<file path="src/rtl/buzzer_pkg.sv">
// Shared types and constants for the buzzer sequencer: FSM states, sound ids,
// tone half-periods (in clocks at 25 MHz), note/gap lengths and the win melody.
package buzzer_pkg;

  localparam int unsigned HP_W  = 16;
  localparam int unsigned LEN_W = 8;
  localparam int unsigned WIN_NOTES = 4;

  typedef enum logic [1:0] {
    IDLE = 2'd0,
    NOTE = 2'd1,
    GAP  = 2'd2
  } state_t;

  // Encoding order doubles as priority: higher value wins.
  typedef enum logic [1:0] {
    SND_NONE  = 2'd0,
    SND_DROP  = 2'd1,
    SND_ERROR = 2'd2,
    SND_WIN   = 2'd3
  } sound_t;

  localparam logic [HP_W-1:0] HP_C5  = 16'd23889;
  localparam logic [HP_W-1:0] HP_E5  = 16'd18961;
  localparam logic [HP_W-1:0] HP_G5  = 16'd15944;
  localparam logic [HP_W-1:0] HP_C6  = 16'd11945;
  localparam logic [HP_W-1:0] HP_ERR = 16'd62500;

  localparam logic [LEN_W-1:0] LEN_DROP       = 8'd16;
  localparam logic [LEN_W-1:0] LEN_ERROR      = 8'd32;
  localparam logic [LEN_W-1:0] LEN_WIN_NOTE   = 8'd24;
  localparam logic [LEN_W-1:0] LEN_WIN_GAP    = 8'd4;
  localparam logic [LEN_W-1:0] LEN_WIN_SINGLE = 8'd96;

  // Win melody table: C5, E5, G5, C6.
  function automatic logic [HP_W-1:0] win_half_period(input logic [1:0] idx);
    case (idx)
      2'd0:    win_half_period = HP_C5;
      2'd1:    win_half_period = HP_E5;
      2'd2:    win_half_period = HP_G5;
      default: win_half_period = HP_C6;
    endcase
  endfunction

endpackage

</file>
<file path="src/rtl/tone_gen.sv">
// Square-wave tone generator: divider counts 0..half_period-1, tone toggles on wrap.
module tone_gen
  import buzzer_pkg::*;
(
  input  logic            clk,
  input  logic            rst_n,
  input  logic            clear,
  input  logic [HP_W-1:0] half_period,
  output logic            tone
);

  logic [HP_W-1:0] cnt;
  logic            wrap;

  assign wrap = (cnt == HP_W'(half_period - 16'd1));

  // Divider and tone bit; clear restarts the phase at 0.
  always_ff @(posedge clk) begin
    if (!rst_n || clear) begin
      cnt  <= '0;
      tone <= 1'b0;
    end else if (wrap) begin
      cnt  <= '0;
      tone <= ~tone;
    end else begin
      cnt  <= cnt + HP_W'(1);
    end
  end

endmodule

</file>
<file path="src/rtl/buzzer_sequencer.sv">
// Piezo buzzer sequencer for drop / error / win sounds with priority preemption.
// BUZZER_WIN_MELODY_EN: when defined, win plays a 4-note melody with gaps;
// otherwise win is a single long C6 note.
module buzzer_sequencer
  import buzzer_pkg::*;
#(
  parameter int unsigned UNIT_SHIFT = 17
) (
  input  logic clk,
  input  logic rst_n,
  input  logic snd_drop,
  input  logic snd_error,
  input  logic snd_win,
  input  logic mute,
  output logic buzzer_out,
  output logic busy
);

  state_t                state, state_n;
  sound_t                snd, snd_n, trig;
  logic [UNIT_SHIFT-1:0] pre, pre_n;
  logic [LEN_W-1:0]      unit_cnt, unit_n;
  logic [HP_W-1:0]       cur_hp;
  logic [LEN_W-1:0]      cur_len;
  logic                  start, unit_tick, last_unit, restart, tone;
`ifdef BUZZER_WIN_MELODY_EN
  logic [1:0]            note_idx, idx_n;
`endif

  // Highest-priority trigger this cycle.
  always_comb begin
    trig = SND_NONE;
    if (snd_win)        trig = SND_WIN;
    else if (snd_error) trig = SND_ERROR;
    else if (snd_drop)  trig = SND_DROP;
  end

  assign start = (trig != SND_NONE) && ((state == IDLE) || (2'(trig) > 2'(snd)));

  // Tone and length of the note currently selected.
  always_comb begin
    cur_hp  = HP_C6;
    cur_len = LEN_DROP;
    case (snd)
      SND_ERROR: begin
        cur_hp  = HP_ERR;
        cur_len = LEN_ERROR;
      end
      SND_WIN: begin
`ifdef BUZZER_WIN_MELODY_EN
        cur_hp  = win_half_period(note_idx);
        cur_len = LEN_WIN_NOTE;
`else
        cur_hp  = HP_C6;
        cur_len = LEN_WIN_SINGLE;
`endif
      end
      default: begin
        cur_hp  = HP_C6;
        cur_len = LEN_DROP;
      end
    endcase
  end

  assign unit_tick = &pre;
  assign last_unit = unit_tick &&
                     (unit_cnt == LEN_W'(((state == GAP) ? LEN_WIN_GAP : cur_len) - 8'd1));

  // Next-state, counters and divider restart.
  always_comb begin
    state_n = state;
    snd_n   = snd;
    pre_n   = pre;
    unit_n  = unit_cnt;
    restart = 1'b0;
`ifdef BUZZER_WIN_MELODY_EN
    idx_n   = note_idx;
`endif
    if (start) begin
      state_n = NOTE;
      snd_n   = trig;
      pre_n   = '0;
      unit_n  = '0;
      restart = 1'b1;
`ifdef BUZZER_WIN_MELODY_EN
      idx_n   = 2'd0;
`endif
    end else begin
      case (state)
        NOTE: begin
          pre_n = pre + UNIT_SHIFT'(1);
          if (last_unit) begin
            unit_n  = '0;
            restart = 1'b1;
            state_n = IDLE;
            snd_n   = SND_NONE;
`ifdef BUZZER_WIN_MELODY_EN
            if (snd == SND_WIN && note_idx != 2'(WIN_NOTES - 1)) begin
              state_n = GAP;
              snd_n   = snd;
            end
`endif
          end else if (unit_tick) begin
            unit_n = unit_cnt + LEN_W'(1);
          end
        end
        GAP: begin
          restart = 1'b1;
`ifdef BUZZER_WIN_MELODY_EN
          pre_n = pre + UNIT_SHIFT'(1);
          if (last_unit) begin
            unit_n  = '0;
            state_n = NOTE;
            idx_n   = note_idx + 2'd1;
          end else if (unit_tick) begin
            unit_n = unit_cnt + LEN_W'(1);
          end
`else
          pre_n   = '0;
          unit_n  = '0;
          state_n = IDLE;
          snd_n   = SND_NONE;
`endif
        end
        default: begin
          restart = 1'b1;
          pre_n   = '0;
          unit_n  = '0;
          state_n = IDLE;
          snd_n   = SND_NONE;
        end
      endcase
    end
  end

  // State and counter registers.
  always_ff @(posedge clk) begin
    if (!rst_n) begin
      state    <= IDLE;
      snd      <= SND_NONE;
      pre      <= '0;
      unit_cnt <= '0;
`ifdef BUZZER_WIN_MELODY_EN
      note_idx <= 2'd0;
`endif
    end else begin
      state    <= state_n;
      snd      <= snd_n;
      pre      <= pre_n;
      unit_cnt <= unit_n;
`ifdef BUZZER_WIN_MELODY_EN
      note_idx <= idx_n;
`endif
    end
  end

  tone_gen u_tone (
    .clk        (clk),
    .rst_n      (rst_n),
    .clear      (restart),
    .half_period(cur_hp),
    .tone       (tone)
  );

  assign buzzer_out = tone & ~mute & (state == NOTE);
  assign busy       = (state != IDLE);

endmodule

</file>
<file path="config.mk">
export PLATFORM = sky130hd
export DESIGN_NAME = buzzer_sequencer
export DESIGN_NICKNAME = d
export VERILOG_FILES = /design/src/rtl/buzzer_pkg.sv /design/src/rtl/tone_gen.sv /design/src/rtl/buzzer_sequencer.sv
export SDC_FILE = /design/constraint.sdc
export NUM_CORES = 1
export LEC_CHECK = 0
export ABC_AREA = 1
export CORE_ASPECT_RATIO = 1.4
export CORE_MARGIN = 2
export CORE_UTILIZATION = 58
export DETAILED_ROUTE_END_ITERATION = 8
export PLACE_DENSITY = 0.81
export SETUP_SLACK_MARGIN = 0.05
export SLEW_MARGIN = 20
export SYNTH_ARGS = -nofsm -noshare
export SYNTH_HDL_FRONTEND = slang
export SYNTH_HIERARCHICAL = 1
export SYNTH_SLANG_ARGS = --single-unit
</file>
<file path="constraint.sdc">
create_clock -name clk -period 3.9 [get_ports clk]
set_clock_uncertainty 0.2 [all_clocks]
set_input_delay 0.585 -clock clk [delete_from_list [all_inputs] [get_ports clk]]
set_output_delay 0.585 -clock clk [all_outputs]
set_load 0.1 [all_outputs]
</file>
Word level (Yosys, flattened, before mapping). Index checks and enable logic that the tools add are counted.

Word-level logic and storage cells: 48. Register bits: 45. Output and inout bits: 2. Input bits: 6.

Add/sub/neg operators: 5. Equality and inequality tests: 5. Mux-type cells: 14. Reduce and logical (&&, ||, !) cells: 11. Bitwise gates (word level): 6. Order comparisons: 1.

Operators with widths (number): 17-bit by 1-bit adder with 17-bit output, second input constant (1); 17-bit AND reduction (1); 16-bit by 1-bit adder with 16-bit output, second input constant (1); 16-bit equality test (1); 16-bit two-way mux (1); 16-bit by 1-bit subtractor with 16-bit output, second input constant (1); 7-bit one-hot mux with 2 select lines (1); 2-bit two-way mux (5); 8-bit by 1-bit adder with 8-bit output, second input constant (1); 8-bit equality test (1); 8-bit by 1-bit subtractor with 8-bit output, second input constant (1); 1-bit two-way mux (7); 2-bit equality test, second input constant (2); 1-bit NOT (4); 4-bit OR reduction (1); 3-bit inequality test, second input constant (1); 3-bit OR reduction (1); 1-bit bitwise AND (2); 2-bit greater-than comparator (1); 1-bit logical AND (2); 2-bit logical NOT (1); 1-bit logical OR (2); 2-bit nonzero test (1); 2-bit OR reduction (1); 1-bit logical NOT (1).

Logic depth before layout (Yosys ltp). Gate-level depths: netlist (run 1).

Depth in word-level cells: 10. Gate-level depth with buffers: 17. Depth with buffers taken out: 17.

Cells and area by module. Netlist (run 1), hierarchy kept.

Modules (own cells, without submodules): tone_gen (sequential area each 340.3 sq um, times used 1, area each 1554.0 sq um, cells each 273); buzzer_sequencer (sequential area each 560.5 sq um, times used 1, area each 1480.2 sq um, cells each 200).

Worst setup path before layout (run 1). Ideal clock, no wire load.

Kind: reg-to-output. Start: register state[0]. End: output port buzzer_out. Cell stages (with the launch flop): 3. Path buffers: 0. Required time: 3.115 ns. Data arrival time: 2.364 ns. Slack: 0.751 ns. Cell sequence: dfxtp_1 -> nand2_1 -> nor2_1.

Cells in the longest elaborated chain, start to end: 1.

Ends and longest elaborated chain: from (decl) (line buzzer_sequencer.sv:19) `state_t state, state_n;`; from (signal assigned) (line buzzer_sequencer.sv:147) `state <= state_n;`; 1-bit bitwise AND (line buzzer_sequencer.sv:165) `assign buzzer_out = tone & ~mute & (state == NOTE);`; to (decl) (line buzzer_sequencer.sv:15) `output logic buzzer_out,`.

No other way between the ends.

Final worst setup path (run 1).
Start: register pre[0]. End: register u_tone.cnt[12].

Cells in the longest elaborated chain, start to end: 7.

Ends and longest elaborated chain: from (decl) (line buzzer_sequencer.sv:21) `logic [UNIT_SHIFT-1:0] pre, pre_n;`; from (signal assigned) (line buzzer_sequencer.sv:149) `pre <= pre_n;`; 17-bit AND reduction (line buzzer_sequencer.sv:65) `assign unit_tick = &pre;`; via unit_tick (line buzzer_sequencer.sv:25) `logic start, unit_tick, last_unit, restart, tone;`; 1-bit logical AND (line buzzer_sequencer.sv:66) `assign last_unit = unit_tick &&`; 1-bit two-way mux (line buzzer_sequencer.sv:92) `if (last_unit) begin`; 1-bit two-way mux (line buzzer_sequencer.sv:89) `case (state)`; 1-bit two-way mux (line buzzer_sequencer.sv:79) `if (start) begin`; via restart (line buzzer_sequencer.sv:25); 1-bit logical OR (line tone_gen.sv:19) `if (!rst_n || clear) begin`; 2-bit OR reduction (no source line); to (signal assigned) (line tone_gen.sv:26) `cnt <= cnt + HP_W'(1);`; to (decl) (line tone_gen.sv:12) `logic [HP_W-1:0] cnt;`.

The timed path passes the listed nets, and every way through them passes these cells. A chain may end at the register's enable or synchronous reset.

==> flow_metrics.tcl, run 1 <==
set metrics [dict create \
    synth_adder_area_share_pct 2.887 \
    grt_pass1_vias 2628 \
    seqCellArea_um2 900.9 \
    crit_type "register to register" \
    synth_top_family_by_area "simple AND/OR/NAND/NOR gates" \
    ant_nets 0 \
    hold_ws_ns 0.2650 \
    syn_inst 473 \
    nFillCells 497 \
    postCtsHoldBufs 0 \
    cts_resized 0 \
    core_area_mm2 0.005120 \
    clk_pin_slew_ns 0.08 \
    gp_congestion 0.8756 \
    ys_seq_area_share_pct 29.69 \
    max_cap_violations 0 \
    maxSlewHeadroom_pct 35.53 \
    area_growth_pct 9.856 \
    synth-simple-area-share_pct 44.33 \
    rows 31 \
    antenna_found_initial 0 \
    grt_start_max_net_pins 17 \
    cts_setup_buffers 0 \
    rsz0062_at_grt "no" \
    synth_seq_cells 45 \
    grtUsageTotal_pct 21.85 \
    drtPass1Iterations 4 \
    nets 520 \
    ir_worst_vdd_mv 0.2487 \
    cts.sinks 45 \
    ys_types 32 \
    ys.flop_type "dfxtp_1" \
    outcome "complete, no violations" \
    synth_mux_area_share_pct 0.3299 \
    p_leak_nw 1.344 \
    syn_area_per_cell_um2 6.415 \
    wire_per_inst_um 9.796 \
    port_buffers 7 \
    start_kind "register" \
    final_common_cell "nand2_1" \
    ios 8 \
    start_util_pct 59.26 \
    synthXorXnorAreaFrac_pct 9.237 \
    hp-class "register to register" \
    gr-total-overflow 0 \
    p_total_mw 0.9307 \
    ys_async_sr_fraction_pct 0 \
    cts_tree "built" \
    drc 0 \
    synth_warnings 6 \
    period_needed_ns 2.854 \
    finalSetupTns_ns 0 \
    worstPathArrival_ns 2.83 \
    root_buffer "clkbuf_8" \
    syn-cell-area_mm2 0.003034 \
    fin_crit_sh_pct 73.19 \
    slew_viol_final 0 \
    crit_fanout 16 \
    fin_area_mm2 0.003333 \
    worstPathRequired_ns 3.88 \
    hpwlAfterDp_um 4577 \
    powerDensity_mw_per_mm2 279.2 \
    multi_input_area_mm2 0.001922 \
    grt_pass1_wl_um 10240 \
    tightest_slew_ns 0.9640 \
    h-tree-depth 2 \
    drive_gt1_share_pct 7.692 \
    fp.dieW_um 65.13 \
    n_antenna_cell 0 \
    fmax_ghz 0.3504 \
    clockBufferDepth 2 \
    final_cell_mix "nand2_1 (120), nor2_1 (82), inv_1 (70), dfxtp_1 (45), nand3_1 (37)" \
    hold_viol_final 0 \
    routed_via_density 4.864 \
    dp.cells 566 \
    critPathCaptureType "register" \
    synth-compound-area-share_pct 3.588 \
    vias 2787 \
    numCtsBuffers 5 \
    synth_edf_count 0 \
    drtIter0Drc 110 \
    clock_latency_ns 0.28 \
    die_y_um 89.58 \
    placed_area_mm2 0.003247 \
    setup_viol 0 \
    die-area_mm2 0.005834 \
    fin_cells 573 \
    wl_um 5613 \
]
[worst max-delay path, cell delays in order, from the launching register on]
cell,delay [ns]
dfxtp_1,0.38
ha_1,0.18
nand2_1,0.09
nor2_1,0.17
nand2_1,0.13
inv_2,0.10
nand3_1,0.09
nor3_1,0.23
ha_1,0.38
nand3_1,0.13
nor2_1,0.10
nand3_1,0.16
nand3_1,0.11
nor2_1,0.08
nand2_4,0.17
a21oi_1,0.06
[metrics by stage]
| step | util, % | setup WS (ns) |
|---|---|---|
| after floorplan | - | 0.7512 |
| after global placement | 63.42 | 0.9912 |
| after detailed placement | 63.42 | 0.9119 |
| after CTS | 65.10 | 0.9754 |
| after global routing | 65.10 | 0.7074 |
| final | 65.10 | 1.046 |
[registers in the layout (all words and copies together), names as in the netlist]
| name | flops |
|---|---|
| state | 1 |
| snd | 2 |
| pre | 17 |
| unit_cnt | 8 |
| u_tone/tone | 1 |
| u_tone/cnt | 16 |
[routing by layer]
| layer | GRT usage [%] | share of wire [%] | vias up |
|---|---|---|---|
| li1 | - | - | 1507 |
| met3 | 2.494 | 2.1 | 12 |
| met5 | 0 | 0 | - |
| met4 | 9.848 | 2.6 | 0 |
| met1 | 22.89 | 42 | 1224 |
| met2 | 43.39 | 53 | 44 |
[report_power, final]
part / switching, mW / internal [mW]
sequential: 0.00727 / 0.465
combinational: 0.123 / 0.0568
clock: 0.138 / 0.141
[cell type report]
type,count,area share [%]
multi-input cells,376,57.66
flip-flops and latches,45,27.03
inverters,71,7.995
clock buffers,7,2.590
well taps,66,2.477
repair buffers,8,2.252
[cell usage after synthesis (7+ instances only)]
master     n  area (um^2)
nor2_2    10        62.56
dfxtp_1   45        900.9
inv_1     70        262.8
nand4_1   15        93.84
nor2_1    82        307.8
xnor2_1   11        96.34
xor2_1    21        183.9
ha_1       7        87.58
nand3_1   37        185.2
nand2_1  120        450.4
a21oi_1    8        40.04
[cell families (layout without fill, tap and decap cells)]
| kind of cell | after synthesis | after routing |
|---|---|---|
| XOR/XNOR | 32 | 32 |
| multiplexers | 1 | 1 |
| buffers and inverters | 74 | 86 |
| AND/OR/NAND/NOR | 294 | 294 |
| flip-flops | 45 | 45 |
| AO/OA/AOI/OAI | 18 | 18 |
| adder cells (fa/ha/maj) | 7 | 7 |
| other | 2 | 24 |
[path summary, 6_finish.rpt]
check	slack [ns]	endpoint	depth (start not counted)	startpoint
max	1.05	u_tone/cnt[12]$_SDFF_PP0_	15	pre[0]$_SDFF_PP0_
min	0.26	pre[15]$_SDFF_PP0_	2	pre[15]$_SDFF_PP0_
max reg2reg	1.05	u_tone/cnt[12]$_SDFF_PP0_	15	pre[0]$_SDFF_PP0_
min reg2reg	0.26	pre[15]$_SDFF_PP0_	2	pre[15]$_SDFF_PP0_
No activity file was read; power rests on OpenSTA's default activity.
==> run 2, diff against run 1 <==
==> constraint.sdc (replaced) <==
create_clock -name clk -period 2.9 [get_ports clk]
set_clock_uncertainty 0.2 [all_clocks]
set_input_delay 0.435 -clock clk [delete_from_list [all_inputs] [get_ports clk]]
set_output_delay 0.435 -clock clk [all_outputs]
set_load 0.1 [all_outputs]
==> flow_metrics.tcl, run 2 (synthesis gave the netlist of run 1 again) <==
set metrics [dict create \
    outcome "complete, no violations" \
    area_growth_pct 10.68 \
    fin_area_mm2 0.003358 \
    cts_setup_buffers 0 \
    n_antenna_cell 0 \
    reg_top3 "pre x17, u_tone/cnt x16, unit_cnt x8" \
    hold_path_startpoint "pre[0]$_SDFF_PP0_" \
    hp-class "register to register" \
    fmax_ghz 0.3854 \
    h-tree-depth 2 \
    drive_gt1_share_pct 9.627 \
    worstPathRequired_ns 2.88 \
    r2r_cells 15 \
    root_buffer "clkbuf_8" \
    largest_register_ffs 17 \
    port_buffers 7 \
    final_common_cell "nand2_1" \
    drtPass1Iterations 4 \
    largest_register "pre" \
    fp.dieW_um 65.13 \
    ant_nets 0 \
    critPathCaptureType "register" \
    start_kind "register" \
    internal_power_mw 0.8608 \
    p_seq_share_pct 51.9 \
    clk_pin_slew_ns 0.08 \
    clock_latency_ns 0.29 \
    p_total_mw 1.223 \
    setup_ws_ns 0.3051 \
    rows 31 \
    clockBufferDepth 2 \
    crit_fanout 8 \
    r2r_start "pre[1]$_SDFF_PP0_" \
    worstPathArrival_ns 2.57 \
    nets 523 \
    die-area_mm2 0.005834 \
    grtUsageTotal_pct 21.83 \
    max_cap_violations 0 \
    seqCellArea_um2 902.1 \
    vias 2808 \
    hpwlAfterDp_um 4631 \
    cts.sinks 45 \
    drtIter0Drc 83 \
    final_cell_mix "nand2_1 (120), nor2_1 (80), inv_1 (70), dfxtp_1 (44), nand3_1 (36)" \
    comb_power_share_pct 19.7 \
    drc 0 \
    gr-total-overflow 0 \
    nFillCells 484 \
    antenna_found_initial 0 \
    hold_viol_final 0 \
    sw_frac_of_total_pct 29.61 \
    slew_viol_final 0 \
    numCtsBuffers 5 \
    cts_tree "built" \
    die_y_um 89.58 \
    rsz0062_at_grt "no" \
    setup_viol 0 \
    grt_pass1_wl_um 10140 \
    routed_via_density 4.883 \
    cp-startpoint "pre[1]$_SDFF_PP0_" \
    grt_pass1_vias 2609 \
    ios 8 \
    start_util_pct 59.26 \
    pre_cts_ws_ns 0.1839 \
    multi_input_area_mm2 0.001946 \
    p_leak_nw 1.349 \
    ir_worst_vdd_mv 0.4553 \
    placed_area_mm2 0.003262 \
    grt_start_max_net_pins 19 \
    hold_depth 1 \
    wl_um 5857 \
    finalSetupTns_ns 0 \
    wire_per_inst_um 10.19 \
    clock_power_share_pct 28.3 \
    gp_congestion 0.8655 \
    postCtsHoldBufs 0 \
    crit_type "register to register" \
    period_needed_ns 2.595 \
    cts_resized 0 \
    core_area_mm2 0.005120 \
    fin_crit_sh_pct 89.48 \
    switching_power_mw 0.3621 \
    powerDensity_mw_per_mm2 364.1 \
]
==> run 2: layout make-up <==
class | instances | share of cell area (%)
Inverter | 71 | 7.936
Clock inverter | 1 | 0.1490
Sequential cell | 45 | 26.86
Clock buffer | 5 | 2.049
Multi-Input combinational cell | 377 | 57.94
Timing Repair Buffer | 10 | 2.608
Tap cell | 66 | 2.459
==> run 2: metrics by stage <==
step	util (%)	cells	hold slack, ns
after floorplan	-	495	0.2287
after global placement	63.71	568	0.2459
after detailed placement	63.71	568	0.2549
after CTS	65.15	574	0.2666
after global routing	65.59	575	0.2667
final	65.59	575	0.2447
==> run 2: worst paths after layout <==
path,endpoint,slack (ns)
setup reg to reg,u_tone/cnt[8]$_SDFF_PP0_,0.31
hold reg to reg,pre[0]$_SDFF_PP0_,0.24
hold / removal,pre[0]$_SDFF_PP0_,0.24
setup / recovery,u_tone/cnt[8]$_SDFF_PP0_,0.31
==> run 2: per-layer routing <==
| metal | GRT usage, % | part of all wire (%) |
|---|---|---|
| met2 | 44.14 | 54 |
| met5 | 0 | 0 |
| met4 | 10.98 | 3.0 |
| met1 | 21.81 | 41 |
| met3 | 2.369 | 1.5 |
==> run 2: power groups by stage <==
stage,sequential (mW),combinational (mW),clock [mW]
6_report,0.635,0.241,0.347
5_1_grt,0.636,0.276,0.385
4_1_cts,0.635,0.240,0.357
3_5_place_dp,0.649,0.239,0
3_3_place_gp,0.650,0.232,0
2_1_floorplan,0.664,0.175,0
==> run 2: worst max-delay path: stages (launching register included) <==
cell and delay [ns]:
dfxtp_1 0.36, ha_1 0.19, nand2_1 0.10, nor2_2 0.15, nand2_1 0.10, inv_2 0.09
nand3_1 0.12, nor3_2 0.15, ha_2 0.23, nand3_1 0.08, nor2_1 0.14, nand3_2 0.15
nand3_1 0.10, nor2_1 0.09, nand2_2 0.18, a21oi_1 0.06
==> run 3, diff against run 2 <==
==> constraint.sdc (replaced) <==
create_clock -name clk -period 2.9 [get_ports clk]
set_clock_uncertainty 0.2 [all_clocks]
set_input_delay 0.435 -clock clk [delete_from_list [all_inputs] [get_ports clk]]
set_output_delay 0.435 -clock clk [all_outputs]
set_load 0.05 [all_outputs]
==> flow_metrics.tcl, run 3 (synthesis gave the netlist of run 1 again) <==
set metrics [dict create \
    outcome "complete, no violations" \
    final_common_cell "nand2_1" \
    clock_power_share_pct 30.4 \
    grt_pass1_wl_um 10280 \
    powerDensity_mw_per_mm2 370.3 \
    slowest_stage "dfxtp_2" \
    grt_start_max_net_pins 19 \
    gp_congestion 0.8698 \
    rsz0062_at_grt "no" \
    setup_viol 0 \
    cts.sinks 45 \
    grtUsageTotal_pct 21.95 \
    reg_top3 "pre x17, u_tone/cnt x16, unit_cnt x8" \
    fmax_ghz 0.3870 \
    p_seq_share_pct 50.8 \
    gr-total-overflow 0 \
    multi_input_area_mm2 0.001943 \
    nFillCells 475 \
    hp-class "register to register" \
    internal_power_mw 0.8913 \
    die-area_mm2 0.005834 \
    antenna_found_initial 0 \
    comb_power_share_pct 18.9 \
    period_needed_ns 2.584 \
    placed_area_mm2 0.003264 \
    die_y_um 89.58 \
    crit_fanout 8 \
    hpwlAfterDp_um 4737 \
    vias 2849 \
    start_kind "register" \
    drc 0 \
    use_met3_pct 2.369 \
    fin_area_mm2 0.003377 \
    numCtsBuffers 5 \
    area_growth_pct 11.30 \
    worstPathRequired_ns 2.87 \
    critPathCaptureType "register" \
    routed_via_density 4.946 \
    fp.dieW_um 65.13 \
    crit_top_cell "nand3_1" \
    hold_viol_final 0 \
    wl_um 5973 \
    port_buffers 7 \
    ant_nets 0 \
    largest_register "pre" \
    slowest_delay_ns 0.36 \
    start_util_pct 59.26 \
    grtUsageMet1_pct 22.70 \
    max_cap_violations 0 \
    core_area_mm2 0.005120 \
    rows 31 \
    p_leak_nw 1.353 \
    drtIter0Drc 93 \
    fin_cells 576 \
    root_buffer "clkbuf_8" \
    drive_gt1_share_pct 9.216 \
    grt_pass1_vias 2620 \
    drtPass1Iterations 4 \
    worstPathArrival_ns 2.56 \
    h-tree-depth 2 \
    dp.cells 568 \
    cts_tree "built" \
    ios 8 \
    clock_latency_ns 0.28 \
    n_antenna_cell 0 \
    fin_crit_sh_pct 89.09 \
    ir_worst_vdd_mv 0.2898 \
    largest_register_ffs 17 \
    nets 523 \
    clk_pin_slew_ns 0.08 \
    switching_power_mw 0.3593 \
    top_usage_layer "met2" \
    reg2reg_slack_ns 0.32 \
    path_cells "ha_1, nand2_1, nor2_2, nand2_1, inv_2, nand3_1, nor3_2, ha_1, nand3_1, nor2_1, nand3_2, nand3_1, nor2_1, nand2_2, a21oi_1" \
    finalSetupTns_ns 0 \
    grtUsageMet2_pct 44.14 \
    sw_frac_of_total_pct 28.73 \
    seqCellArea_um2 902.1 \
    slew_viol_final 0 \
    clockBufferDepth 2 \
    crit_type "register to register" \
    wire_per_inst_um 10.37 \
    final_cell_mix "nand2_1 (120), nor2_1 (80), inv_1 (70), dfxtp_1 (44), nand3_1 (36)" \
]
-- run 3: changes by cell type in the layout (fill, tap and decap cells not counted), sizes merged --
cell,delta
clkdlybuf4s50,+2
buf,-2
clkinv,-1
clkbuf,+1
clkinvlp,+1
-- run 3: layer usage --
metal | up-vias | routed length [um]
met4 | 0 | 133
li1 | 1519 | -
met2 | 56 | 3216
met5 | - | 0
met3 | 14 | 133
met1 | 1260 | 2489
-- run 3: power by group through the flow --
| stage | sequential, mW | combinational, mW | clock (mW) |
|---|---|---|---|
| 6_report | 0.635 | 0.236 | 0.380 |
| 5_1_grt | 0.637 | 0.270 | 0.416 |
| 4_1_cts | 0.635 | 0.233 | 0.392 |
| 3_5_place_dp | 0.650 | 0.232 | 0 |
| 3_3_place_gp | 0.650 | 0.224 | 0 |
| 2_1_floorplan | 0.656 | 0.175 | 0 |
-- run 3: metrics by stage --
step           utilization, %  setup WS, ns  hold slack (ns)  total power [mW]
2_1_floorplan               -        0.3933           0.2287            0.8307
3_3_place_gp            63.76        0.2379           0.2477            0.8734
3_5_place_dp            63.76        0.1447           0.2533            0.8817
4_1_cts                 65.52        0.1853           0.2639             1.260
5_1_grt                 65.96       0.07611           0.2630             1.323
6_report                65.96        0.3163           0.2397             1.251
-- run 3: final cells by class --
| class | instances | area share, % |
|---|---|---|
| Multi-Input combinational cell | 377 | 57.54 |
| Clock buffer | 6 | 2.445 |
| Tap cell | 66 | 2.445 |
| Timing Repair Buffer | 10 | 2.742 |
| Sequential cell | 45 | 26.71 |
| Clock inverter | 1 | 0.2223 |
| Inverter | 71 | 7.892 |
-- run 3: worst paths after layout --
kind                      from                         to  cells past startpoint
max          pre[0]$_SDFF_PP0_  u_tone/cnt[12]$_SDFF_PP0_                     15
min          pre[0]$_SDFF_PP0_          pre[0]$_SDFF_PP0_                      1
max reg2reg  pre[0]$_SDFF_PP0_  u_tone/cnt[12]$_SDFF_PP0_                     15
min reg2reg  pre[0]$_SDFF_PP0_          pre[0]$_SDFF_PP0_                      1
-- run 3: repair_timing --
| action | 4_1_cts | 5_1_grt |
|---|---|---|
| gates resized for setup | 0 | 5 |
| hold buffers | 0 | 0 |
| setup buffers | 0 | 0 |
| hold endpoints to repair | 0 | 0 |
| setup endpoints to repair | 0 | 18 |
-- run 3: worst max-delay path, delay by kind of cell, from the launching register on --
kind                       cells  cell delay (ns)
adders and majority gates      2             0.39
AOI/OAI and AO/OA              1             0.06
buffers and inverters          1             0.09
and+or+nand+nor               11             1.37
DFF                            1             0.36
